File: src/rtl/counter16_sequencer_if.sv
// Command / counter-control bundle for counter16_sequencer.
// The master side is the requester plus the counter datapath (it supplies
// cnt_q); the slave side is the sequencer itself.
interface counter16_sequencer_if #(
  parameter int WIDTH = 16,
  parameter int LEN_W = 8
);
  logic             cmd_valid;
  logic             cmd_ready;
  logic [1:0]       cmd_op;
  logic [WIDTH-1:0] cmd_data;
  logic [LEN_W-1:0] cmd_len;
  logic             abort;
  logic [WIDTH-1:0] cnt_q;
  logic             cnt_load;
  logic [WIDTH-1:0] cnt_load_val;
  logic             cnt_en;
  logic             cnt_dir;
  logic             busy;
  logic             done;
  logic             wrapped;
  logic             aborted;

  modport master (
    output cmd_valid, cmd_op, cmd_data, cmd_len, abort, cnt_q,
    input  cmd_ready, cnt_load, cnt_load_val, cnt_en, cnt_dir,
           busy, done, wrapped, aborted
  );

  modport slave (
    input  cmd_valid, cmd_op, cmd_data, cmd_len, abort, cnt_q,
    output cmd_ready, cnt_load, cnt_load_val, cnt_en, cnt_dir,
           busy, done, wrapped, aborted
  );
endinterface

File: src/rtl/counter16_sequencer.sv
// Command-driven sequencer for the 16-bit counter datapath.
// Accepts LOAD / UP / DOWN commands in IDLE, then drives the counter's load
// strobe or enable for an exact number of cycles, finishing with a one-cycle
// done pulse. Sticky wrapped/aborted status holds until the next accept.
module counter16_sequencer #(
  parameter int WIDTH = 16,
  parameter int LEN_W = 8
) (
  input  logic                  clk,
  input  logic                  reset,
  counter16_sequencer_if.slave  bus
);

  typedef enum logic [1:0] {
    S_IDLE = 2'd0,
    S_LOAD = 2'd1,
    S_RUN  = 2'd2,
    S_DONE = 2'd3
  } state_t;

  localparam logic [1:0] OP_NOP  = 2'b00;
  localparam logic [1:0] OP_LOAD = 2'b01;
  localparam logic [1:0] OP_UP   = 2'b10;
  localparam logic [1:0] OP_DOWN = 2'b11;

  state_t           state_q, state_d;
  logic [LEN_W-1:0] remaining_q, remaining_d;
  logic             dir_q, dir_d;
  logic [WIDTH-1:0] data_q, data_d;
  logic             wrapped_q, wrapped_d;
  logic             aborted_q, aborted_d;

  // Counter is about to cross its boundary in the current direction.
  function automatic logic wrap_hit(input logic up, input logic [WIDTH-1:0] q);
    if (up) return (q == {WIDTH{1'b1}});
    else    return (q == {WIDTH{1'b0}});
  endfunction

  // State and command registers; reset clears everything at once.
  always_ff @(posedge clk or posedge reset) begin
    if (reset) begin
      state_q     <= S_IDLE;
      remaining_q <= '0;
      dir_q       <= 1'b0;
      data_q      <= '0;
      wrapped_q   <= 1'b0;
      aborted_q   <= 1'b0;
    end else begin
      state_q     <= state_d;
      remaining_q <= remaining_d;
      dir_q       <= dir_d;
      data_q      <= data_d;
      wrapped_q   <= wrapped_d;
      aborted_q   <= aborted_d;
    end
  end

  // Next-state logic: command accept, run countdown, wrap and abort tracking.
  always_comb begin
    state_d     = state_q;
    remaining_d = remaining_q;
    dir_d       = dir_q;
    data_d      = data_q;
    wrapped_d   = wrapped_q;
    aborted_d   = aborted_q;

    unique case (state_q)
      S_IDLE: begin
        if (bus.cmd_valid) begin
          unique case (bus.cmd_op)
            OP_LOAD: begin
              data_d    = bus.cmd_data;
              wrapped_d = 1'b0;
              aborted_d = 1'b0;
              state_d   = S_LOAD;
            end
            OP_UP, OP_DOWN: begin
              dir_d     = (bus.cmd_op == OP_UP);
              wrapped_d = 1'b0;
              aborted_d = 1'b0;
              if (bus.cmd_len != '0) begin
                remaining_d = bus.cmd_len;
                state_d     = S_RUN;
              end else begin
                // Zero-length run completes without ever enabling the counter.
                state_d = S_DONE;
              end
            end
            default: begin
              // NOP is consumed with no visible effect.
              state_d = S_IDLE;
            end
          endcase
        end
      end

      S_LOAD: begin
        state_d = S_DONE;
      end

      S_RUN: begin
        if (wrap_hit(dir_q, bus.cnt_q)) wrapped_d = 1'b1;
        if (remaining_q == LEN_W'(1)) begin
          // Last enable cycle; an abort here is just a normal finish.
          remaining_d = '0;
          state_d     = S_DONE;
        end else if (bus.abort) begin
          remaining_d = '0;
          aborted_d   = 1'b1;
          state_d     = S_DONE;
        end else begin
          remaining_d = remaining_q - LEN_W'(1);
        end
      end

      S_DONE: begin
        state_d = S_IDLE;
      end

      default: begin
        state_d = S_IDLE;
      end
    endcase
  end

  // Moore outputs decoded from the registered state.
  always_comb begin
    bus.cmd_ready    = (state_q == S_IDLE);
    bus.busy         = (state_q != S_IDLE);
    bus.cnt_load     = (state_q == S_LOAD);
    bus.cnt_en       = (state_q == S_RUN);
    bus.cnt_dir      = (state_q == S_RUN) && dir_q;
    bus.done         = (state_q == S_DONE);
    bus.cnt_load_val = data_q;
    bus.wrapped      = wrapped_q;
    bus.aborted      = aborted_q;
  end

endmodule

File: src/flat_wrapper.sv
// flat-port wrapper written by rule: the top's interface ports become plain ports
module counter16_sequencer_flat 
#(
  parameter int WIDTH = 16,
  parameter int LEN_W = 8
)
  (clk, reset, bus_cmd_valid, bus_cmd_op, bus_cmd_data, bus_cmd_len, bus_abort, bus_cnt_q, bus_cmd_ready, bus_cnt_load, bus_cnt_load_val, bus_cnt_en, bus_cnt_dir, bus_busy, bus_done, bus_wrapped, bus_aborted);
  counter16_sequencer_if #(.WIDTH(WIDTH), .LEN_W(LEN_W)) bus_i ();
  input  logic clk;
  input  logic reset;
  input wire logic [$bits(bus_i.cmd_valid)-1:0] bus_cmd_valid;
  input wire logic [$bits(bus_i.cmd_op)-1:0] bus_cmd_op;
  input wire logic [$bits(bus_i.cmd_data)-1:0] bus_cmd_data;
  input wire logic [$bits(bus_i.cmd_len)-1:0] bus_cmd_len;
  input wire logic [$bits(bus_i.abort)-1:0] bus_abort;
  input wire logic [$bits(bus_i.cnt_q)-1:0] bus_cnt_q;
  output wire logic [$bits(bus_i.cmd_ready)-1:0] bus_cmd_ready;
  output wire logic [$bits(bus_i.cnt_load)-1:0] bus_cnt_load;
  output wire logic [$bits(bus_i.cnt_load_val)-1:0] bus_cnt_load_val;
  output wire logic [$bits(bus_i.cnt_en)-1:0] bus_cnt_en;
  output wire logic [$bits(bus_i.cnt_dir)-1:0] bus_cnt_dir;
  output wire logic [$bits(bus_i.busy)-1:0] bus_busy;
  output wire logic [$bits(bus_i.done)-1:0] bus_done;
  output wire logic [$bits(bus_i.wrapped)-1:0] bus_wrapped;
  output wire logic [$bits(bus_i.aborted)-1:0] bus_aborted;
  assign bus_i.cmd_valid = bus_cmd_valid;
  assign bus_i.cmd_op = bus_cmd_op;
  assign bus_i.cmd_data = bus_cmd_data;
  assign bus_i.cmd_len = bus_cmd_len;
  assign bus_i.abort = bus_abort;
  assign bus_i.cnt_q = bus_cnt_q;
  assign bus_cmd_ready = bus_i.cmd_ready;
  assign bus_cnt_load = bus_i.cnt_load;
  assign bus_cnt_load_val = bus_i.cnt_load_val;
  assign bus_cnt_en = bus_i.cnt_en;
  assign bus_cnt_dir = bus_i.cnt_dir;
  assign bus_busy = bus_i.busy;
  assign bus_done = bus_i.done;
  assign bus_wrapped = bus_i.wrapped;
  assign bus_aborted = bus_i.aborted;
  counter16_sequencer #(.WIDTH(WIDTH), .LEN_W(LEN_W)) u_core (.clk(clk), .reset(reset), .bus(bus_i));
endmodule
File: config.mk
export PLATFORM = sky130hd
export DESIGN_NAME = counter16_sequencer_flat
export DESIGN_NICKNAME = d
export VERILOG_FILES = /design/src/rtl/counter16_sequencer_if.sv /design/src/rtl/counter16_sequencer.sv /design/src/flat_wrapper.sv
export SDC_FILE = /design/constraint.sdc
export NUM_CORES = 1
export LEC_CHECK = 0
export CAP_MARGIN = 20
export CORE_MARGIN = 2
export CORE_UTILIZATION = 42
export DETAILED_ROUTE_END_ITERATION = 8
export GPL_ROUTABILITY_DRIVEN = 0
export HOLD_SLACK_MARGIN = 0.15
export PLACE_DENSITY = 0.8
export SLEW_MARGIN = 40
export SYNTH_ARGS = -nofsm -noshare
export SYNTH_HDL_FRONTEND = slang
export SYNTH_SLANG_ARGS = --single-unit
File: constraint.sdc
create_clock -name clk -period 2.3 [get_ports clk]
set_input_delay 0.69 -clock clk [delete_from_list [all_inputs] [get_ports clk]]
set_output_delay 0.69 -clock clk [all_outputs]
set_load 0.02 [all_outputs]
==> results.yml <==
outcome:
  outcome: "complete, no violations"
floorplanning:
  die_w_um: 65.8
  start_util: 0.438
  core_um2: 3660
  io_pins: 70
  dieArea_um2: 4330
  die_y_um: 65.8
  core.rowCount: 22
place:
  dp_cells: 259
  dp_hpwl_um: 3360
  io_buffers: 69
global_routing:
  grt_pass1_wl_um: 6750
  track_usage: 0.208
  grt_pass1_vias: 1540
  grt.overflow.total: 0
  grt_max_degree: 30
  antenna_found_initial: 0
layout:
  seqCellArea_um2: 726
  multiInputGateArea_um2: 838
  final_util: 0.678
  nNetsFinal: 270
  diodes: 0
  fillers: 290
  syn_to_final_growth_pct: 54.6
  final_cells: 267
  drive_above_1_share: 0.105
sta:
  slew-limit-headroom: 0.652
  drv_slew: 0
  skew_ps: 5.94
  rsz0062_at_grt: "false"
  finalCriticalPeriod_ps: 2240
  clock.fmax_mhz: 447
  hold_violations: 0
  tns_ps: 0
  tightestPinTransition_ps: 520
  min_period_over_period: 0.973
  holdWs_ps: 493
  setup_viol: 0
logic_synthesis:
  synth_area_um2: 1610
  synth-main-ff-cell: "dfrtp_1"
  synth_nets: 193
  async_flop_share: 1.00
  ys_seq_area_frac: 0.452
  syn_inst: 141
  synth_edf_count: 0
  ys_seq_elements: 29
  synth_area_per_cell_um2: 11.4
  yosys.cell_types.count: 41
  ys_warn_count: 0
setup_path:
  worst_setup_path_end_kind: "output port"
  criticalPathCategory: "flop to output port"
  critPathMaxFanout: 4
  worstPathArrival_ps: 1550
  crit_required_ps: 1610
  start_kind: "flop"
route:
  drt-total-wl_um: 4350
  dr.pass1.iters: 4
  viasPerCell: 5.70
  ant_nets: 0
  num_vias: 1521
  drtIter0Drc: 64
  wl_per_cell_um: 16.3
  drc_errors: 0
clock_tree:
  clockBufferDepth: 2
  insertion_delay_ps: 290
  post_cts_buffers: 0
  cts.sinks: 29
  tritoncts: "built"
  root_buffer: "clkbuf_8"
  htree_levels: 2
  clkTransAtPathRegs_ps: 60
  cts_buffers: 5
power_and_ir_drop:
  peakVddDrop_uv: 727
  power.density_nw_per_um2: 1290
  power_mw: 3.20
  leakage_nw: 1.02
worst_hold_path:
  holdCritPathClass: "flop to flop"
run:
  maxCapViolations: 0
-- worst max-delay path: stages, from the launching register on --
cell and delay, ps:
dfrtp_1 420, inv_1 110, ha_1 140, clkdlybuf4s50_1 590
-- cell type report --
| class | count | share of cell area |
|---|---|---|
| inverters | 7 | 0.0106 |
| clock buffers | 5 | 0.0277 |
| multi-input cells | 102 | 0.338 |
| repair buffers | 73 | 0.288 |
| flip-flops and latches | 29 | 0.292 |
| clock inverters | 3 | 0.0187 |
| well taps | 48 | 0.0242 |
-- power breakdown --
| part | internal [mW] | leakage [nW] | switching, mW |
|---|---|---|---|
| clock network | 0.324 | 0.0543 | 0.207 |
| logic | 0.824 | 0.609 | 0.860 |
| registers | 0.761 | 0.354 | 0.220 |
| total | 1.91 | 1.02 | 1.29 |
-- through the flow --
step / area [um^2] / setup slack, ps
detailed placement: 2370 / 84.5
global placement: 2370 / 118
finish: 2480 / 62.7
CTS: 2480 / 46.0
floorplan: 1610 / 499
global route: 2480 / 10.2
-- repair_timing --
item / CTS / global route
cloned: 0 / 0
hold buffers: 0 / 0
setup endpoints to repair: 4 / 1
gates resized for setup: 4 / 1
hold endpoints to repair: 0 / 0
-- cell usage in the layout, fill, tap and decap left out, types with 2 or more instances in the layout --
cell,instances
clkdlybuf4s50_1,65
dfrtp_1,29
mux2_1,16
o22ai_1,7
nor2_1,6
o2bb2ai_1,6
inv_1,6
nor3_1,5
a21oi_1,5
nand4_1,5
nor4_1,5
ha_1,5
clkbuf_8,5
dlygate4sd2_1,4
buf_4,4
nand2_1,3
nand2b_1,3
nor3b_1,3
a2bb2oi_1,3
a31oi_1,2
nor4_2,2
a32oi_1,2
a22oi_1,2
o21ai_1,2
mux2i_1,2
-- state kept, by name, summed over array words and instances (netlist names) --
signal and cells:
u_core.bus.aborted 1, u_core.bus.cnt_load_val 16, u_core.bus.wrapped 1, u_core.dir_q 1, u_core.remaining_q 8, u_core.state_q 2
-- logic make-up (layout without fill, tap and decap cells) --
family                   count (synthesis)  count (layout)  synth area share
AO/OA/AOI/OAI                           35              35             0.157
adder cells (fa/ha/maj)                  6               6            0.0468
buffers and inverters                   10              88            0.0273
flip-flops                              29              29             0.452
multiplexers                            18              18             0.125
AND/OR/NAND/NOR                         43              43             0.193
-- cell usage after synthesis, types with 2 or more instances --
cell / count / area share
a21oi_1: 5 / 0.016
a22oi_1: 2 / 0.0094
a2bb2oi_1: 3 / 0.016
a31oi_1: 2 / 0.0078
a32oi_1: 2 / 0.011
buf_2: 2 / 0.0062
dfrtp_1: 29 / 0.45
ha_1: 6 / 0.047
inv_1: 6 / 0.014
mux2_1: 16 / 0.11
mux2i_1: 2 / 0.012
nand2_1: 3 / 0.0070
nand2b_1: 3 / 0.012
nand4_1: 5 / 0.019
nor2_1: 6 / 0.014
nor3_1: 5 / 0.016
nor3b_1: 3 / 0.014
nor4_1: 5 / 0.019
nor4_2: 2 / 0.016
o21ai_1: 2 / 0.0062
o22ai_1: 7 / 0.027
o2bb2ai_1: 6 / 0.033
-- metal layers --
layer,vias up,global-route usage,wire (um)
li1,705,-,-
met1,710,0.203,1600
met2,89,0.380,2130
met3,17,0.0886,487
met4,0,0.0885,136
met5,-,0,0
-- worst paths after layout --
check	start	endpoint	slack, ps	cells after the start
min reg2reg	u_core.bus.cnt_load_val[5]	u_core.bus.cnt_load_val[5]	490	1
max reg2reg	u_core.state_q[1]	u_core.remaining_q[2]	450	7
min in group asynchronous	reset	u_core.bus.cnt_load_val[9]	770	3
max in group asynchronous	reset	u_core.remaining_q[5]	1260	3
max	u_core.state_q[1]	bus_cnt_load	60	3
min	u_core.bus.cnt_load_val[5]	u_core.bus.cnt_load_val[5]	490	1
(Power assumes the default switching activity.)
